$ cat config.mk
export PLATFORM = sky130hd
export DESIGN_NAME = uart_rx_param
export DESIGN_NICKNAME = d
export VERILOG_FILES = /design/src/rtl/uart_rx_param.sv
export SDC_FILE = /design/constraint.sdc
export NUM_CORES = 1
export LEC_CHECK = 0
export CORE_ASPECT_RATIO = 1.5
export CORE_MARGIN = 1.5
export CORE_UTILIZATION = 45
export DETAILED_ROUTE_END_ITERATION = 12
export GPL_TIMING_DRIVEN = 0
export PLACE_DENSITY = 0.66
export SYNTH_ARGS = -nofsm -noshare
export SYNTH_HDL_FRONTEND = slang
export SYNTH_SLANG_ARGS = --single-unit
$ cat constraint.sdc
create_clock -name clk -period 2.36 [get_ports clk]
set_clock_uncertainty 0.05 [all_clocks]
set_input_delay 0.472 -clock clk [delete_from_list [all_inputs] [get_ports clk]]
set_output_delay 0.472 -clock clk [all_outputs]
set_load 0.02 [all_outputs]
$ cat src/rtl/uart_rx_param.sv
// Parametrised UART receiver.
// The rx line is synchronised through two flops and each bit is voted from three samples.
// A one-entry output buffer holds each word until the consumer takes it.
// A completed word that arrives while the buffer is still full is dropped and raises a sticky overrun flag.
module uart_rx_param #(
  parameter int DATA_BITS   = 7,
  parameter int OVERSAMPLE  = 8,
  parameter int PARITY_MODE = 0,
  parameter int STOP_BITS   = 1
) (
  input  logic                 clk,
  input  logic                 rst,
  input  logic                 ena,
  input  logic                 rx,
  input  logic                 ready_in,
  input  logic                 err_clr,
  output logic [DATA_BITS-1:0] data_out,
  output logic                 valid_out,
  output logic                 parity_err,
  output logic                 frame_err,
  output logic                 overrun_err,
  output logic [2:0]           state_out,
  output logic                 busy
);

  localparam int H  = OVERSAMPLE / 2;
  localparam int CW = $clog2(OVERSAMPLE);
  localparam logic [CW-1:0] C_LO  = CW'(H - 1);
  localparam logic [CW-1:0] C_MID = CW'(H);
  localparam logic [CW-1:0] C_HI  = CW'(H + 1);
  localparam logic [CW-1:0] C_END = CW'(OVERSAMPLE - 1);

  typedef enum logic [2:0] {
    S_IDLE   = 3'd0,
    S_START  = 3'd1,
    S_DATA   = 3'd2,
    S_PARITY = 3'd3,
    S_STOP   = 3'd4
  } state_t;

  logic                 r_rx_meta;
  logic                 r_rx_s;
  state_t               r_state;
  logic [CW-1:0]        r_cnt;
  logic [3:0]           r_bit_idx;
  logic                 r_stop_idx;
  logic                 r_armed;
  logic                 r_smp0;
  logic                 r_smp1;
  logic [DATA_BITS-1:0] r_shift;
  logic                 r_par_pend;
  logic                 r_frm_pend;
  logic [DATA_BITS-1:0] r_data_out;
  logic                 r_valid;
  logic                 r_par_err;
  logic                 r_frm_err;
  logic                 r_overrun;

  logic w_maj;
  logic w_last_stop;
  logic w_word_done;
  logic w_frm_final;
  logic w_par_exp;
  logic w_xfer;

  // The bit is voted from the two stored samples plus the live sample at the third point.
  assign w_maj       = (r_smp0 & r_smp1) | (r_smp0 & r_rx_s) | (r_smp1 & r_rx_s);
  assign w_last_stop = (r_stop_idx == 1'(STOP_BITS - 1));
  // The word completes mid-way through the final stop bit, so the receiver resyncs early.
  assign w_word_done = ena && (r_state == S_STOP) && (r_cnt == C_HI) && w_last_stop;
  assign w_frm_final = r_frm_pend | ~w_maj;
  // Expected parity bit: even parity gives XOR of the data; odd parity inverts it.
  assign w_par_exp   = (^r_shift) ^ (PARITY_MODE == 2);
  assign w_xfer      = r_valid & ready_in;

  assign data_out    = r_data_out;
  assign valid_out   = r_valid;
  assign parity_err  = r_par_err;
  assign frame_err   = r_frm_err;
  assign overrun_err = r_overrun;
  assign state_out   = r_state;
  assign busy        = (r_state != S_IDLE);

  // Two-flop synchroniser for the asynchronous rx line. It runs on every clock, whether or not ena is set.
  always_ff @(posedge clk) begin
    if (rst) begin
      r_rx_meta <= 1'b1;
      r_rx_s    <= 1'b1;
    end else begin
      r_rx_meta <= rx;
      r_rx_s    <= r_rx_meta;
    end
  end

  // Receiver FSM. It advances only on oversample ticks and captures the first two vote samples.
  always_ff @(posedge clk) begin
    if (rst) begin
      r_state    <= S_IDLE;
      r_cnt      <= '0;
      r_bit_idx  <= '0;
      r_stop_idx <= 1'b0;
      r_armed    <= 1'b0;
      r_smp0     <= 1'b0;
      r_smp1     <= 1'b0;
      r_shift    <= '0;
      r_par_pend <= 1'b0;
      r_frm_pend <= 1'b0;
    end else if (ena) begin
      if (r_cnt == C_LO) r_smp0 <= r_rx_s;
      if (r_cnt == C_MID) r_smp1 <= r_rx_s;
      unique case (r_state)
        S_IDLE: begin
          r_cnt <= '0;
          // A start needs the line to have been seen high first, so a held-low line never retriggers.
          if (r_armed && !r_rx_s) begin
            r_state    <= S_START;
            r_cnt      <= CW'(1);
            r_armed    <= 1'b0;
            r_par_pend <= 1'b0;
            r_frm_pend <= 1'b0;
          end else if (r_rx_s) begin
            r_armed <= 1'b1;
          end
        end
        S_START: begin
          if (r_cnt == C_HI && w_maj) begin
            r_state <= S_IDLE;
            r_cnt   <= '0;
          end else if (r_cnt == C_END) begin
            r_state   <= S_DATA;
            r_cnt     <= '0;
            r_bit_idx <= '0;
          end else begin
            r_cnt <= r_cnt + 1'b1;
          end
        end
        S_DATA: begin
          if (r_cnt == C_HI) r_shift <= {w_maj, r_shift[DATA_BITS-1:1]};
          if (r_cnt == C_END) begin
            r_cnt <= '0;
            if (r_bit_idx == 4'(DATA_BITS - 1)) begin
              r_state    <= (PARITY_MODE != 0) ? S_PARITY : S_STOP;
              r_stop_idx <= 1'b0;
            end else begin
              r_bit_idx <= r_bit_idx + 1'b1;
            end
          end else begin
            r_cnt <= r_cnt + 1'b1;
          end
        end
        S_PARITY: begin
          if (r_cnt == C_HI) r_par_pend <= w_maj ^ w_par_exp;
          if (r_cnt == C_END) begin
            r_state    <= S_STOP;
            r_cnt      <= '0;
            r_stop_idx <= 1'b0;
          end else begin
            r_cnt <= r_cnt + 1'b1;
          end
        end
        S_STOP: begin
          if (r_cnt == C_HI && w_last_stop) begin
            r_state <= S_IDLE;
            r_cnt   <= '0;
          end else begin
            if (r_cnt == C_HI) r_frm_pend <= r_frm_pend | ~w_maj;
            if (r_cnt == C_END) begin
              r_cnt      <= '0;
              r_stop_idx <= r_stop_idx + 1'b1;
            end else begin
              r_cnt <= r_cnt + 1'b1;
            end
          end
        end
        default: begin
          r_state <= S_IDLE;
          r_cnt   <= '0;
        end
      endcase
    end
  end

  // One-entry output buffer with a valid/ready handshake and a sticky overrun flag.
  // The handshake runs on every clock, whether or not ena is set.
  always_ff @(posedge clk) begin
    if (rst) begin
      r_data_out <= '0;
      r_valid    <= 1'b0;
      r_par_err  <= 1'b0;
      r_frm_err  <= 1'b0;
      r_overrun  <= 1'b0;
    end else begin
      if (err_clr) r_overrun <= 1'b0;
      if (w_word_done) begin
        if (!r_valid || w_xfer) begin
          r_data_out <= r_shift;
          r_par_err  <= (PARITY_MODE != 0) & r_par_pend;
          r_frm_err  <= w_frm_final;
          r_valid    <= 1'b1;
        end else begin
          r_overrun <= 1'b1;
        end
      end else if (w_xfer) begin
        r_valid <= 1'b0;
      end
    end
  end

endmodule
-- After elaboration in Yosys (flattened, before gate mapping)
Cells that the tools add are included.
- bits in registers: 34
- input port bits: 6
- output and inout port bits: 15
- logic and storage cells: 112
- add/sub/neg operators: 3
- equality and inequality tests: 22
- multiplexer cells: 36
- bitwise operators: 9
- reductions and logical operators: 27
- operators with widths (operator ; number):
    $mux W3 ; 10
    $mux W1 ; 17
    $mux W4 ; 4
    $ne A2 B2 Y1 const B ; 8
    $pmux W3 S5 ; 1
    $reduce_and A7 Y1 ; 2
    $eq A3 B3 Y1 const B ; 4
    $pmux W3 S4 ; 1
    $eq A3 B2 Y1 const B ; 3
    $ne A2 B1 Y1 const B ; 4
    $pmux W4 S2 ; 1
    $reduce_and A2 Y1 ; 4
    $reduce_bool A2 Y1 ; 4
    $logic_and A1 B1 Y1 ; 6
    $reduce_and A3 Y1 ; 2
    $reduce_and A6 Y1 ; 1
    $reduce_bool A3 Y1 ; 2
    $reduce_and A5 Y1 ; 1
    $add A4 B1 Y4 const B ; 1
    $and A1 B1 Y1 ; 4
    $eq A4 B3 Y1 const B ; 1
    $add A3 B1 Y3 const B ; 1
    $eq A3 B1 Y1 const B ; 1
    $logic_not A3 Y1 ; 1
    9 further kinds ; 13

-- Longest topological paths before layout
- depth in word-level cells: 8
- gate-level depth with buffers: 7
- gate-level depth less buffers: 6

-- Least setup slack after synthesis
Ideal clock, no wire load.
- path kind: register -> register
- from: register r_state[0], in the netlist state_out[0]
- to: register r_state[0], in the netlist state_out[0]
- setup time: 0.121 ns
- arrival time: 1.704 ns
- setup slack: 0.485 ns
- cell stages (with the launch flop): 7
- path buffers: 1
- clock period less this slack: 1.875 ns
- cells stage by stage: dfxtp_1 > buf_6 > nor3_1 > inv_1 > o221ai_1 > a311oi_2 > mux2_2
- cells in the longest elaborated chain, start to end: 3
- elaborated cells between the ends (all ways): 13
- those cells by class: eq/ne (10); mux (1); reduce/logical (2)
- ends and longest elaborated chain (what ; line ; RTL):
    start, declared ; 43 ; state_t r_state;
    start signal, assigned ; 142 ; r_state <= (PARITY_MODE != 0) ? S_PARITY : S_STOP;
    $eq A3 B1 Y1 (tied with other cells) ; 111 ; unique case (r_state)
    $ne A3 B3 Y1 (no line) (tied with other cells) ; - ;
    $reduce_and A7 Y1 (no line) ; - ;
Several ways; a longest one is shown, not always the timed one.
A chain may end at the register's enable or synchronous reset.

-- Final worst setup path
- from: register r_state[0], in the netlist state_out[0]
- to: output port busy
- cells in the longest elaborated chain, start to end: 1
- ends and longest elaborated chain (what ; line ; RTL):
    $reduce_bool A3 Y1 ; 82 ; assign busy = (r_state != S_IDLE);
    end, declared ; 23 ; output logic busy
Every way passes these cells.

==> metrics.log <==
INFO  metric antenna_left = 0
INFO  metric post_syn_nets = 196
INFO  metric crit_end_element = output pin
INFO  metric drive_above_1_share = about an eighth
INFO  metric grt_start_max_net_pins = 11
INFO  metric clock_tree_from_tritoncts = done
INFO  metric areaGrowthSynthToFinish = 20.21%
INFO  metric tightestPinTransition = 0.5729 ns
INFO  metric power = around 1.1 mW
INFO  metric finalWirelength = between 3000 and 4000 um
INFO  metric postCtsSetupBuffers = 0
INFO  metric fin_nets = roughly 220
INFO  metric critical_path.startpoint_type = flip-flop
INFO  metric cts.root.buffer_cell = sky130_fd_sc_hd__clkbuf_8
INFO  metric critical_path.max_stage_delay = 0.56 ns
INFO  metric vias = 1410
INFO  metric clock_sinks = 34
INFO  metric initial_utilization = 46.59%
INFO  metric timing.critical_path.buf_inv = 3
INFO  metric grt_antenna_before_repair = 0
INFO  metric async_flop_share = 0%
INFO  metric path_cells = buf_6, nor3_2, inv_1, clkdlybuf4s50_1
INFO  metric io_buffers = 19
INFO  metric worst_slew_margin_rel = about three fifths
INFO  metric drv.max_cap_violation_count = 0
INFO  metric vias_in_the_first_global_route = 1389
INFO  metric cts_inserted_buffers = 5
INFO  metric run_status = completed
INFO  metric grt.total_usage = roughly a fifth
INFO  metric crit_fanout = 10
INFO  metric regArea = 680.7 sq um
INFO  metric worst-endpoint-arrival = 1.76 ns
INFO  metric power.density_cell_area = 530.7 mW/mm^2
INFO  metric timing.final.crit_share = between 90% and 100%
INFO  metric path_class = flip-flop to output pin
INFO  metric irDropWorstVdd = 0.0004415 V
INFO  metric floorplan.rows = 27
INFO  metric die-width = 52.95 um
INFO  metric synthesis.area = between 0.0015 and 0.002 sq mm
INFO  metric setup-tns-final = 0 ns
INFO  metric postLayoutCoreUtil = 56.01%
INFO  metric die_area = 0.004126 sq mm
INFO  metric timing.fmax = 0.4378 GHz
INFO  metric ys_ff_latch = 34
INFO  metric critical_path_required = 1.84 ns
INFO  metric timing.hold.worst.class = flip-flop to flip-flop
INFO  metric post_dp_cell_area = 0.001928 sq mm
INFO  metric setup_violations = 0
INFO  metric most-common-layout-cells = sky130_fd_sc_hd__dfxtp_1, sky130_fd_sc_hd__nor2_1, sky130_fd_sc_hd__clkdlybuf4s50_1, sky130_fd_sc_hd__mux2i_1, sky130_fd_sc_hd__a21oi_1
INFO  metric final-hold-violation-count = 0
INFO  metric post-route-min-period = 2.284 ns
INFO  metric synth_cells = roughly 180
INFO  metric total_grt_overflow = 0
INFO  metric path_clk_slew = 0.07 ns
INFO  metric antenna_cells = 0
INFO  metric synth.yosys.seq_area_share = 40.42%
INFO  metric postLayoutCellArea = 0.002024 sq mm
INFO  metric fillCellCount = about 330
INFO  metric die_height = a little under 80 um
INFO  metric cts_htree_levels = 2
INFO  metric cp_top_family = buffers and inverters
INFO  metric final_common_cell = sky130_fd_sc_hd__dfxtp_1
INFO  metric worst_path_max_delay_cell = sky130_fd_sc_hd__clkdlybuf4s50_1
INFO  metric gp_congestion = approximately 0.95
INFO  metric first_iter_violations = 37
INFO  metric place_hpwl = about 2800 um
INFO  metric ctsLongestPathBuffers = 2
INFO  metric coreArea = 0.003615 sq mm
INFO  metric multi_input_area = 919.6 sq um
INFO  metric viasPerCell = 5.573
INFO  metric finalMaxSlewViolations = 0
INFO  metric synth_flop_cell = sky130_fd_sc_hd__dfxtp_1
INFO  metric syn-mean-instance-area = 9.203 sq um
INFO  metric synth_cell_types = 47
INFO  metric p_leak = 0.7761 nW
INFO  metric drc = 0
INFO  metric first_pass_grt_wire_length = between 6000 and 7000 um
INFO  metric dr.pass1.iters = 4
INFO  metric worst_skew_late_latency = 0.29 ns
INFO  metric post_drt_wl_per_cell = 14.92 um
INFO  metric number_of_flops_mapped_to_enable_cells_by_yosys = 0
INFO  metric holdWs = about 0.35 ns
INFO  metric grt_setup_unrepaired = false
INFO  metric ios = 21
INFO  metric synth-warning-count = 0
what timing repair did:
| item | 4_1_cts | 5_1_grt |
|---|---|---|
| hold buffers | 0 | 0 |
| resized for setup | 1 | 0 |
| endpoints found under the setup margin | 1 | 0 |
cell usage after synthesis, types with 2 or more instances:
cell,count,area [sq um]
sky130_fd_sc_hd__o21ai_0,7,35.03
sky130_fd_sc_hd__a21oi_1,10,50.05
sky130_fd_sc_hd__mux2_2,2,22.52
sky130_fd_sc_hd__ha_1,7,87.58
sky130_fd_sc_hd__nand3_1,5,25.02
sky130_fd_sc_hd__a211oi_1,2,15.01
sky130_fd_sc_hd__clkbuf_1,5,18.77
sky130_fd_sc_hd__nor2_1,23,86.33
sky130_fd_sc_hd__buf_6,2,22.52
sky130_fd_sc_hd__nand3b_1,2,15.01
sky130_fd_sc_hd__nand2_1,6,22.52
sky130_fd_sc_hd__nand4_1,4,25.02
sky130_fd_sc_hd__mux2i_1,16,160.2
sky130_fd_sc_hd__inv_1,8,30.03
sky130_fd_sc_hd__nand2b_1,6,37.54
sky130_fd_sc_hd__a31oi_1,2,12.51
sky130_fd_sc_hd__o31ai_1,2,15.01
sky130_fd_sc_hd__nor3_1,3,15.01
sky130_fd_sc_hd__nor2b_1,5,31.28
sky130_fd_sc_hd__or4_1,3,22.52
sky130_fd_sc_hd__nor3b_1,2,15.01
sky130_fd_sc_hd__dfxtp_1,34,680.7
sky130_fd_sc_hd__or3b_2,2,17.52
sky130_fd_sc_hd__or2_2,2,12.51
where the power goes:
group | internal [mW] | switching [mW] | total [mW] | leakage (nW)
registers | 0.578 | 0.00340 | 0.581 | 0.275
clock network | 0.235 | 0.205 | 0.440 | 0.0482
logic | 0.0232 | 0.0302 | 0.0534 | 0.453
layer usage:
metal	global-route usage (%)	share of wire, %	routed length (um)	vias up
met2	37.25	54	2024	39
met3	4.615	4.0	150	10
met1	22.25	40	1523	668
met5	0	0	0	-
met4	7.436	2.1	78	0
li1	-	-	-	693
path summary, 6_finish.rpt:
path,from,end,slack (ns),depth (start not counted)
min reg2reg,r_rx_meta$_SDFF_PP1_,r_rx_s$_SDFF_PP1_,0.35,1
min,r_rx_meta$_SDFF_PP1_,r_rx_s$_SDFF_PP1_,0.35,1
max,state_out[0]$_SDFFE_PP0P_,busy,0.08,4
max reg2reg,r_cnt[0]$_SDFFE_PP0P_,state_out[0]$_SDFFE_PP0P_,0.24,5
registers in the layout, summed over array words and instances (netlist names):
signal       count
data_out         7
frame_err        1
overrun_err      1
r_armed          1
r_bit_idx        4
r_cnt            3
r_frm_pend       1
r_rx_meta        1
r_rx_s           1
r_shift          7
r_smp0           1
r_smp1           1
r_stop_idx       1
state_out        3
valid_out        1
stage by stage:
stage	std cells	setup slack, ns
after CTS	253	0.1437
final	253	0.07588
after detailed placement	245	0.03290
after global placement	245	0.07591
after global routing	253	0.04009
after floorplan	183	0.4852
area by class of cell:
type	count	share of cell area, %
Multi-Input combinational cell	131	45.43
Sequential cell	34	33.62
Timing Repair Buffer	19	9.394
Clock buffer	7	4.265
Buffer	10	2.905
Tap cell	43	2.658
Inverter	8	1.483
Clock inverter	1	0.2472
kinds of logic after synthesis:
logic type / count (synthesis) / synth area share [%]
multiplexers: 18 / 10.85
flip-flops: 34 / 40.42
AND/OR/NAND/NOR: 73 / 25.56
AO/OA/AOI/OAI: 31 / 11.89
adder cells (fa/ha/maj): 8 / 5.795
other: 1 / 0.2227
buffers and inverters: 18 / 5.275
No activity file was read; power rests on OpenSTA's default activity.
